## src/rtl/lf_wide_add_seq_if.sv

```systemverilog
// Request/adder/result bundle for the multi-word add sequencer.
// slave is the sequencer side; master is whoever drives requests and hosts the adder.
interface lf_wide_add_seq_if #(
  parameter int W = 16,
  parameter int N = 4
);
  logic           in_valid;
  logic           in_ready;
  logic [W*N-1:0] in_a;
  logic [W*N-1:0] in_b;
  logic           in_cin;
  logic [W-1:0]   add_a;
  logic [W-1:0]   add_b;
  logic           add_cin;
  logic [W-1:0]   add_sum;
  logic           add_cout;
  logic           out_valid;
  logic           out_ready;
  logic [W*N-1:0] out_sum;
  logic           out_cout;
  logic           busy;

  modport slave (
    input  in_valid, in_a, in_b, in_cin, add_sum, add_cout, out_ready,
    output in_ready, add_a, add_b, add_cin, out_valid, out_sum, out_cout, busy
  );

  modport master (
    output in_valid, in_a, in_b, in_cin, add_sum, add_cout, out_ready,
    input  in_ready, add_a, add_b, add_cin, out_valid, out_sum, out_cout, busy
  );
endinterface

```

## src/rtl/lf_wide_add_seq.sv

```systemverilog
// Serialises a W*N-bit add onto a W-bit adder, LS chunk first, chaining carries,
// and returns the registered wide sum over valid/ready.
module lf_wide_add_seq #(
  parameter int W         = 16,
  parameter int N         = 4,
  parameter int ADDER_LAT = 1
) (
  input  logic               clk,
  input  logic               rst_n,
  lf_wide_add_seq_if.slave   bus
);
  localparam logic [1:0] S_IDLE  = 2'd0;
  localparam logic [1:0] S_ISSUE = 2'd1;
  localparam logic [1:0] S_DONE  = 2'd2;

  localparam int KW = (N > 1) ? $clog2(N) : 1;
  localparam int CW = (ADDER_LAT > 0) ? $clog2(ADDER_LAT + 1) : 1;
  localparam logic [KW-1:0] LAST_K = KW'(N - 1);
  localparam logic [CW-1:0] LAST_W = CW'(ADDER_LAT);

  logic [1:0]     state;
  logic [W*N-1:0] a_q, b_q, sum_q;
  logic           carry, cout_q;
  logic [KW-1:0]  k;
  logic [CW-1:0]  wcnt;

  always_ff @(posedge clk or negedge rst_n) begin
    if (!rst_n) begin
      state  <= S_IDLE;
      a_q    <= '0;
      b_q    <= '0;
      sum_q  <= '0;
      carry  <= 1'b0;
      cout_q <= 1'b0;
      k      <= '0;
      wcnt   <= '0;
    end else begin
      case (state)
        S_IDLE: if (bus.in_valid) begin
          a_q   <= bus.in_a;
          b_q   <= bus.in_b;
          carry <= bus.in_cin;
          k     <= '0;
          wcnt  <= '0;
          state <= S_ISSUE;
        end
        S_ISSUE: begin
          // Operands held for ADDER_LAT+1 cycles; result sampled on the last edge.
          if (wcnt == LAST_W) begin
            wcnt               <= '0;
            sum_q[k*W +: W]    <= bus.add_sum;
            carry              <= bus.add_cout;
            if (k == LAST_K) begin
              cout_q <= bus.add_cout;
              state  <= S_DONE;
            end else begin
              k <= k + KW'(1);
            end
          end else begin
            wcnt <= wcnt + CW'(1);
          end
        end
        S_DONE: if (bus.out_ready) state <= S_IDLE;
        default: state <= S_IDLE;
      endcase
    end
  end

  assign bus.in_ready  = (state == S_IDLE);
  assign bus.out_valid = (state == S_DONE);
  assign bus.busy      = (state != S_IDLE);
  assign bus.add_a     = (state == S_ISSUE) ? a_q[k*W +: W] : '0;
  assign bus.add_b     = (state == S_ISSUE) ? b_q[k*W +: W] : '0;
  assign bus.add_cin   = (state == S_ISSUE) ? carry : 1'b0;
  assign bus.out_sum   = sum_q;
  assign bus.out_cout  = cout_q;
endmodule

```

## src/flat_wrapper.sv

```systemverilog
// flat-port wrapper written by rule: the top's interface ports become plain ports
module lf_wide_add_seq_flat 
#(
  parameter int W         = 16,
  parameter int N         = 4,
  parameter int ADDER_LAT = 1
)
  (clk, rst_n, bus_in_valid, bus_in_a, bus_in_b, bus_in_cin, bus_add_sum, bus_add_cout, bus_out_ready, bus_in_ready, bus_add_a, bus_add_b, bus_add_cin, bus_out_valid, bus_out_sum, bus_out_cout, bus_busy);
  lf_wide_add_seq_if #(.W(W), .N(N)) bus_i ();
  input  logic clk;
  input  logic rst_n;
  input wire logic [$bits(bus_i.in_valid)-1:0] bus_in_valid;
  input wire logic [$bits(bus_i.in_a)-1:0] bus_in_a;
  input wire logic [$bits(bus_i.in_b)-1:0] bus_in_b;
  input wire logic [$bits(bus_i.in_cin)-1:0] bus_in_cin;
  input wire logic [$bits(bus_i.add_sum)-1:0] bus_add_sum;
  input wire logic [$bits(bus_i.add_cout)-1:0] bus_add_cout;
  input wire logic [$bits(bus_i.out_ready)-1:0] bus_out_ready;
  output wire logic [$bits(bus_i.in_ready)-1:0] bus_in_ready;
  output wire logic [$bits(bus_i.add_a)-1:0] bus_add_a;
  output wire logic [$bits(bus_i.add_b)-1:0] bus_add_b;
  output wire logic [$bits(bus_i.add_cin)-1:0] bus_add_cin;
  output wire logic [$bits(bus_i.out_valid)-1:0] bus_out_valid;
  output wire logic [$bits(bus_i.out_sum)-1:0] bus_out_sum;
  output wire logic [$bits(bus_i.out_cout)-1:0] bus_out_cout;
  output wire logic [$bits(bus_i.busy)-1:0] bus_busy;
  assign bus_i.in_valid = bus_in_valid;
  assign bus_i.in_a = bus_in_a;
  assign bus_i.in_b = bus_in_b;
  assign bus_i.in_cin = bus_in_cin;
  assign bus_i.add_sum = bus_add_sum;
  assign bus_i.add_cout = bus_add_cout;
  assign bus_i.out_ready = bus_out_ready;
  assign bus_in_ready = bus_i.in_ready;
  assign bus_add_a = bus_i.add_a;
  assign bus_add_b = bus_i.add_b;
  assign bus_add_cin = bus_i.add_cin;
  assign bus_out_valid = bus_i.out_valid;
  assign bus_out_sum = bus_i.out_sum;
  assign bus_out_cout = bus_i.out_cout;
  assign bus_busy = bus_i.busy;
  lf_wide_add_seq #(.W(W), .N(N), .ADDER_LAT(ADDER_LAT)) u_core (.clk(clk), .rst_n(rst_n), .bus(bus_i));
endmodule
```

## config.mk

```make
export PLATFORM = sky130hd
export DESIGN_NAME = lf_wide_add_seq_flat
export DESIGN_NICKNAME = d
export VERILOG_FILES = /design/src/rtl/lf_wide_add_seq_if.sv /design/src/rtl/lf_wide_add_seq.sv /design/src/flat_wrapper.sv
export SDC_FILE = /design/constraint.sdc
export NUM_CORES = 1
export LEC_CHECK = 0
export CAP_MARGIN = 25
export CORE_MARGIN = 2
export CORE_UTILIZATION = 24
export CTS_BUF_LIST = sky130_fd_sc_hd__clkbuf_16
export DETAILED_ROUTE_END_ITERATION = 8
export PLACE_DENSITY_LB_ADDON = 0.08
export SLEW_MARGIN = 20
export SYNTH_ARGS = -nofsm -noshare
export SYNTH_HDL_FRONTEND = slang
export SYNTH_SLANG_ARGS = --single-unit
export TNS_END_PERCENT = 100
```

## constraint.sdc

```tcl
create_clock -name clk -period 3.6 [get_ports clk]
set_clock_uncertainty 0.05 [all_clocks]
set_input_delay 0.72 -clock clk [delete_from_list [all_inputs] [get_ports clk]]
set_output_delay 0.72 -clock clk [all_outputs]
set_load 0.005 [all_outputs]
```

==> reports/metrics.csv, run 1 <==
stage;metric;value;unit
run_status;status;finished, final reports clean;
timing;final setup violation count;0;
floorplan;FP Rows;69;
global_route;total grt overflow;0;
job;Max Cap Viol;0;
synthesis;post-synth top area share;0.578;
drt;DRC Markers;0;
floorplan;num ports;251;
clock_tree;CTS root buffer;clkbuf_16;
global_route;first-pass GRT wire length;39400;µm
clock_tree;Clk pin slew, worst setup/hold paths;70;ps
cells_and_area;layout cells sized above 1;0.271;
drt;Pre-antenna DRT Iters;4;
clock_tree;Clock Tree Buf Depth;2;
cells_and_area;commonest non-fill, non-tap cells in the layout;clkdlybuf4s50_1, dfrtp_1, mux2_2;
drt;Routed Wire Length;25200;µm
drt;post-DR wirelength/cell;19.5;µm
floorplan;Die ar.;37400;µm²
synthesis;ys async rst share;1.00;
synthesis;Syn Area/Cell;15.2;µm²
cells_and_area;Storage cell area;4980;µm²
synthesis;unique cell type count in the Yosys netlist;33;
timing;TNS Setup;0;ps
clock_tree;Worst-Skew Late Latency;450;ps
timing;Worst Slack Setup Final;260;ps
worst_setup_path;kind of critical path;flop to output pin;
clock_tree;CTS Buf Count;17;
power;Pleak;5.04;nW
synthesis;post-synthesis sequential area ratio;0.578;
clock_tree;CTS tree;done;
timing;Max Fclk;299;MHz
clock_tree;PostCTS Resize Cnt;0;
synthesis;Main synth FF type;dfrtp_1;
floorplan;Die Y-Extent;193;µm
worst_setup_path;CP Max Fanout;26;
worst_setup_path;r2r setup slk;1080;ps
cells_and_area;Filler cells;3472;
clock_tree;# hold bufs at CTS;0;
synthesis;ranking of synthesized cells by area;dfrtp_1, mux2_2, mux4_2, a22o_1, and2_1;
drt;antenna viol nets, final;0;
min_path;worst hold path class;input pin to asynchronous set/reset pin;
placement;I/O Buffers;250;
synthesis;Yosys top cell by area;dfrtp_1;
floorplan;Initial Util;0.243;
placement;routability-driven placement congestion ratio;0.720;
floorplan;Core Area;35500;µm²
synthesis;Cells after Synth;568;
power;pwr dens;870;nW/µm²
synthesis;Yosys reg bits;199;
timing;RSZ-0062 raised after global routing;no;
synthesis;Syn Nets;723;
cells_and_area;P&R area growth vs syn;43.0;%
synthesis;Post-synth EDFFs;0;
timing;post-layout min period;3340;ps
power;VDD IR max;0.377;mV
drt;via count;5696;
clock_tree;H-tree depth;4;
worst_setup_path;Worst setup SP type;flop;
cells_and_area;Multi-input gate area;3390;µm²
cells_and_area;commonest non-fill, non-tap cell in the layout;clkdlybuf4s50_1;
timing;Final Hold Violating Endpoints;0;
drt;vias per inst;4.42;
global_route;initial antenna violation count;2;
global_route;largest net degree at the start of global routing;89;
placement;Setup Slack @ Placement;472;ps
floorplan;Die X;193;µm
placement;hpwl dp;17000;µm
worst_setup_path;Critical Path AT;2570;ps
synthesis;Cell Area, Synth;8610;µm²
synthesis;Synth Warn #;0;
timing;Final period util;0.928;
timing;Slew @ Worst Pin;770;ps
cells_and_area;NumNets Final;969;
timing;Slew headroom;0.487;
clock_tree;clock sinks;199;
timing;Hold Slack;274;ps
drt;First DRT Iteration DRCs;263;
worst_setup_path;Req. time, crit path;2830;ps
timing;Slew Viols, Final;0;
global_route;vias in the first global route;6403;
worst_setup_path;CP endpoint kind;output pin;
global_route;aggregate global-route resource usage;0.137;
-- path summary, 6_finish.rpt --
| check | cells after the start | startpoint | endpoint |
|---|---|---|---|
| max in group asynchronous | 2 | rst_n | u_core.b_q[55] |
| max reg2reg | 7 | u_core.k[0] | u_core.bus.out_sum[40] |
| min in group clk | 2 | u_core.bus.out_sum[5] | u_core.bus.out_sum[5] |
| max | 4 | u_core.k[1] | bus_add_b[1] |
| min | 1 | rst_n | u_core.a_q[10] |
| min reg2reg | 2 | u_core.bus.out_sum[5] | u_core.bus.out_sum[5] |
-- cells in the mapped netlist (all sizes together), types with 2 or more instances --
| cell | number |
|---|---|
| dfrtp | 199 |
| mux2 | 130 |
| a22o | 49 |
| and2 | 33 |
| nand2 | 33 |
| mux4 | 32 |
| buf | 28 |
| o21ai | 17 |
| clkbuf | 12 |
| inv | 6 |
| ha | 5 |
| nand4b | 4 |
| nor2 | 3 |
| nor2b | 2 |
| nor3b | 2 |
| nor4b | 2 |
-- critical path: stages (launching register included) --
cell and delay, ps:
dfrtp_2 850, buf_4 310, mux4_2 320, and2_1 170, clkdlybuf4s50_1 460
-- sequential cells by signal, indices dropped and copies added, names as in the netlist --
signal / count
u_core.bus.out_cout: 1
u_core.k: 2
u_core.b_q: 64
u_core.wcnt: 1
u_core.bus.out_sum: 64
u_core.a_q: 64
u_core.carry: 1
u_core.state: 2
-- logic make-up (layout without fill, tap and decap cells) --
family          Yosys count  after routing  share of synthesized area
compound gates           72             72                     0.0649
xor+xnor                  1              1                    0.00102
fa+ha+maj                 5              5                    0.00726
buf+inv                  46            305                     0.0317
flops                   199            199                      0.578
mux                     162            162                      0.254
other cells               0              1                          0
simple gates             83             83                     0.0633
-- routing by layer --
metal	GRT usage	up-vias	share of wire
met5	0	-	0
met4	0.0413	0	0.011
met3	0.0441	16	0.060
met2	0.221	156	0.48
met1	0.175	2957	0.45
li1	-	2567	-
-- final cells by class --
type	instances	share of cell area
Sequential cell	199	0.405
Antenna cell	1	0.000203
Tap cell	461	0.0468
Inverter	6	0.00183
Timing Repair Buffer	267	0.219
Clock buffer	17	0.0345
Multi-Input combinational cell	323	0.275
Clock inverter	15	0.0175
-- report_power, final --
group,internal (mW),switching (mW)
combinational,3.02,1.56
clock,1.18,0.936
sequential,3.29,0.715
-- metrics by stage --
stage	std cells	area (µm²)	total power, mW	util
3_5_place_dp	1254	11600	8.66	0.328
6_report	1289	12300	10.7	0.347
2_1_floorplan	568	8610	6.36	-
3_3_place_gp	1254	11600	8.55	0.328
4_1_cts	1287	12300	10.9	0.346
5_1_grt	1288	12300	11.5	0.347
-- timing repair --
action,in CTS,in global routing
pin swaps,0,0
setup buffers,1,1
setup endpoints to repair,21,11
(Power assumes the default switching activity.)
==> run 2, diff against run 1 <==
--- a/config.mk
+++ b/config.mk
@@ -11,6 +11,7 @@
 export CTS_BUF_LIST = sky130_fd_sc_hd__clkbuf_16
 export DETAILED_ROUTE_END_ITERATION = 8
 export PLACE_DENSITY_LB_ADDON = 0.08
+export SETUP_SLACK_MARGIN = 0.4
 export SLEW_MARGIN = 20
 export SYNTH_ARGS = -nofsm -noshare
 export SYNTH_HDL_FRONTEND = slang
==> reports/metrics.csv, run 2 (synthesis gave the netlist of run 1 again) <==
stage;metric;value;unit
floorplan;Die X;193;µm
global_route;largest net degree at the start of global routing;89;
timing;Max Fclk;326;MHz
global_route;aggregate global-route resource usage;0.139;
worst_setup_path;r2r setup slk;1210;ps
worst_setup_path;CP Max Fanout;20;
global_route;GRT met1 Usage;0.176;
placement;hpwl dp;17000;µm
cells_and_area;final core occ;0.350;
timing;Final period util;0.853;
global_route;initial antenna violation count;2;
timing;TNS Setup;0;ps
floorplan;Die ar.;37400;µm²
clock_tree;CTS Buf Count;17;
placement;routability-driven placement congestion ratio;0.720;
global_route;vias in the first global route;6427;
worst_setup_path;reg2reg end;u_core.bus.out_sum[56];
power;pwr dens;872;nW/µm²
global_route;first-pass GRT wire length;39800;µm
worst_setup_path;Slowest cell on crit path;mux4_2;
timing;Slew headroom;0.486;
drt;post-DR wirelength/cell;19.6;µm
min_path;worst hold path class;input pin to asynchronous set/reset pin;
floorplan;Core Area;35500;µm²
worst_setup_path;CP peak stage delay;520;ps
cells_and_area;NumNets Final;976;
drt;antenna viol nets, final;0;
timing;Slew @ Worst Pin;770;ps
clock_tree;clock sinks;199;
cells_and_area;layout cells sized above 1;0.278;
worst_setup_path;Reg2Reg Depth;6;
clock_tree;# hold bufs at CTS;0;
timing;Worst Slack Setup Final;529;ps
power;VDD IR max;0.384;mV
timing;final setup violation count;0;
floorplan;Initial Util;0.243;
global_route;total grt overflow;0;
job;Max Cap Viol;0;
floorplan;Die Y-Extent;193;µm
global_route;met3 usage;0.0441;
drt;DRC Markers;0;
worst_setup_path;Req. time, crit path;2830;ps
drt;via count;5713;
placement;Setup Slack @ Placement;472;ps
cells_and_area;commonest non-fill, non-tap cells in the layout;clkdlybuf4s50_1, dfrtp_1, mux2_2;
clock_tree;Clock Tree Buf Depth;2;
worst_setup_path;Worst R2R Start;u_core.k[1];
drt;Routed Wire Length;25400;µm
clock_tree;Worst-Skew Late Latency;450;ps
floorplan;FP Rows;69;
timing;Slew Viols, Final;0;
worst_setup_path;kind of critical path;flop to output pin;
worst_setup_path;CP endpoint kind;output pin;
timing;Final Hold Violating Endpoints;0;
timing;RSZ-0062 raised after global routing;no;
floorplan;num ports;251;
drt;First DRT Iteration DRCs;264;
timing;post-layout min period;3070;ps
global_route;Most Crowded Layer GR;met2;
clock_tree;H-tree depth;4;
global_route;met2 Usage GRT;0.228;
worst_setup_path;Worst setup SP type;flop;
worst_setup_path;critical path, cell by cell;buf_12 -> mux4_2 -> and2_1 -> clkdlybuf4s50_1;
cells_and_area;commonest non-fill, non-tap cell in the layout;clkdlybuf4s50_1;
drt;Pre-antenna DRT Iters;4;
run_status;status;finished, final reports clean;
clock_tree;Clk pin slew, worst setup/hold paths;80;ps
clock_tree;CTS tree;done;
drt;vias per inst;4.41;
placement;I/O Buffers;250;
clock_tree;CTS root buffer;clkbuf_16;
power;Pleak;5.08;nW
worst_setup_path;Critical Path AT;2300;ps
cells_and_area;P&R area growth vs syn;44.0;%
[run 2: worst max-delay path by stage]
| stage | from | slack, ps | endpoint |
|---|---|---|---|
| after floorplan | u_core.k[1] | 1280 | u_core.bus.out_sum[10] |
| after global routing | u_core.k[1] | 410 | bus_add_b[1] |
| after detailed placement | u_core.k[0] | 470 | bus_add_b[1] |
| final | u_core.k[0] | 530 | bus_add_b[14] |
| after CTS | u_core.state[0] | 440 | bus_add_cin |
| after global placement | u_core.k[0] | 500 | bus_add_b[10] |
[run 2: through the flow]
step	std cells	total power, mW	area [µm²]	hold WS [ps]
2_1_floorplan	568	6.36	8610	374
6_report	1296	10.8	12400	272
4_1_cts	1290	11.0	12400	309
3_3_place_gp	1254	8.55	11600	419
5_1_grt	1295	11.5	12400	320
3_5_place_dp	1254	8.66	11600	428
[run 2: critical path, delay by kind of cell, from the launching register on]
kind	cells	cell delay, ps
simple gates	1	170
buf+inv	2	700
mux	1	520
flops	1	470
[run 2: timing repair]
item	CTS	global route
pin swaps	0	0
gates resized for setup	2	0
setup endpoints to repair	33	1
setup buffers	4	5
[run 2: cell type report]
| cell class | count | area, µm² |
|---|---|---|
| repair buffers | 274 | 2780 |
| clock inverters | 15 | 215 |
| flip-flops and latches | 199 | 4990 |
| diodes | 1 | 2.50 |
| fillers | 3460 | 23100 |
| multi-input cells | 323 | 3390 |
| well taps | 461 | 577 |
| inverters | 6 | 22.5 |
| clock buffers | 17 | 425 |
[run 2: power by group]
group	switching, mW	internal [mW]
Combinational	1.66	3.09
Sequential	0.650	3.30
Clock	0.940	1.18
Total	3.24	7.57
[run 2: layer usage]
| metal | wire length [µm] | vias up |
|---|---|---|
| li1 | - | 2583 |
| met4 | 295 | 0 |
| met5 | 0 | - |
| met1 | 11300 | 2950 |
| met2 | 12200 | 160 |
| met3 | 1540 | 20 |
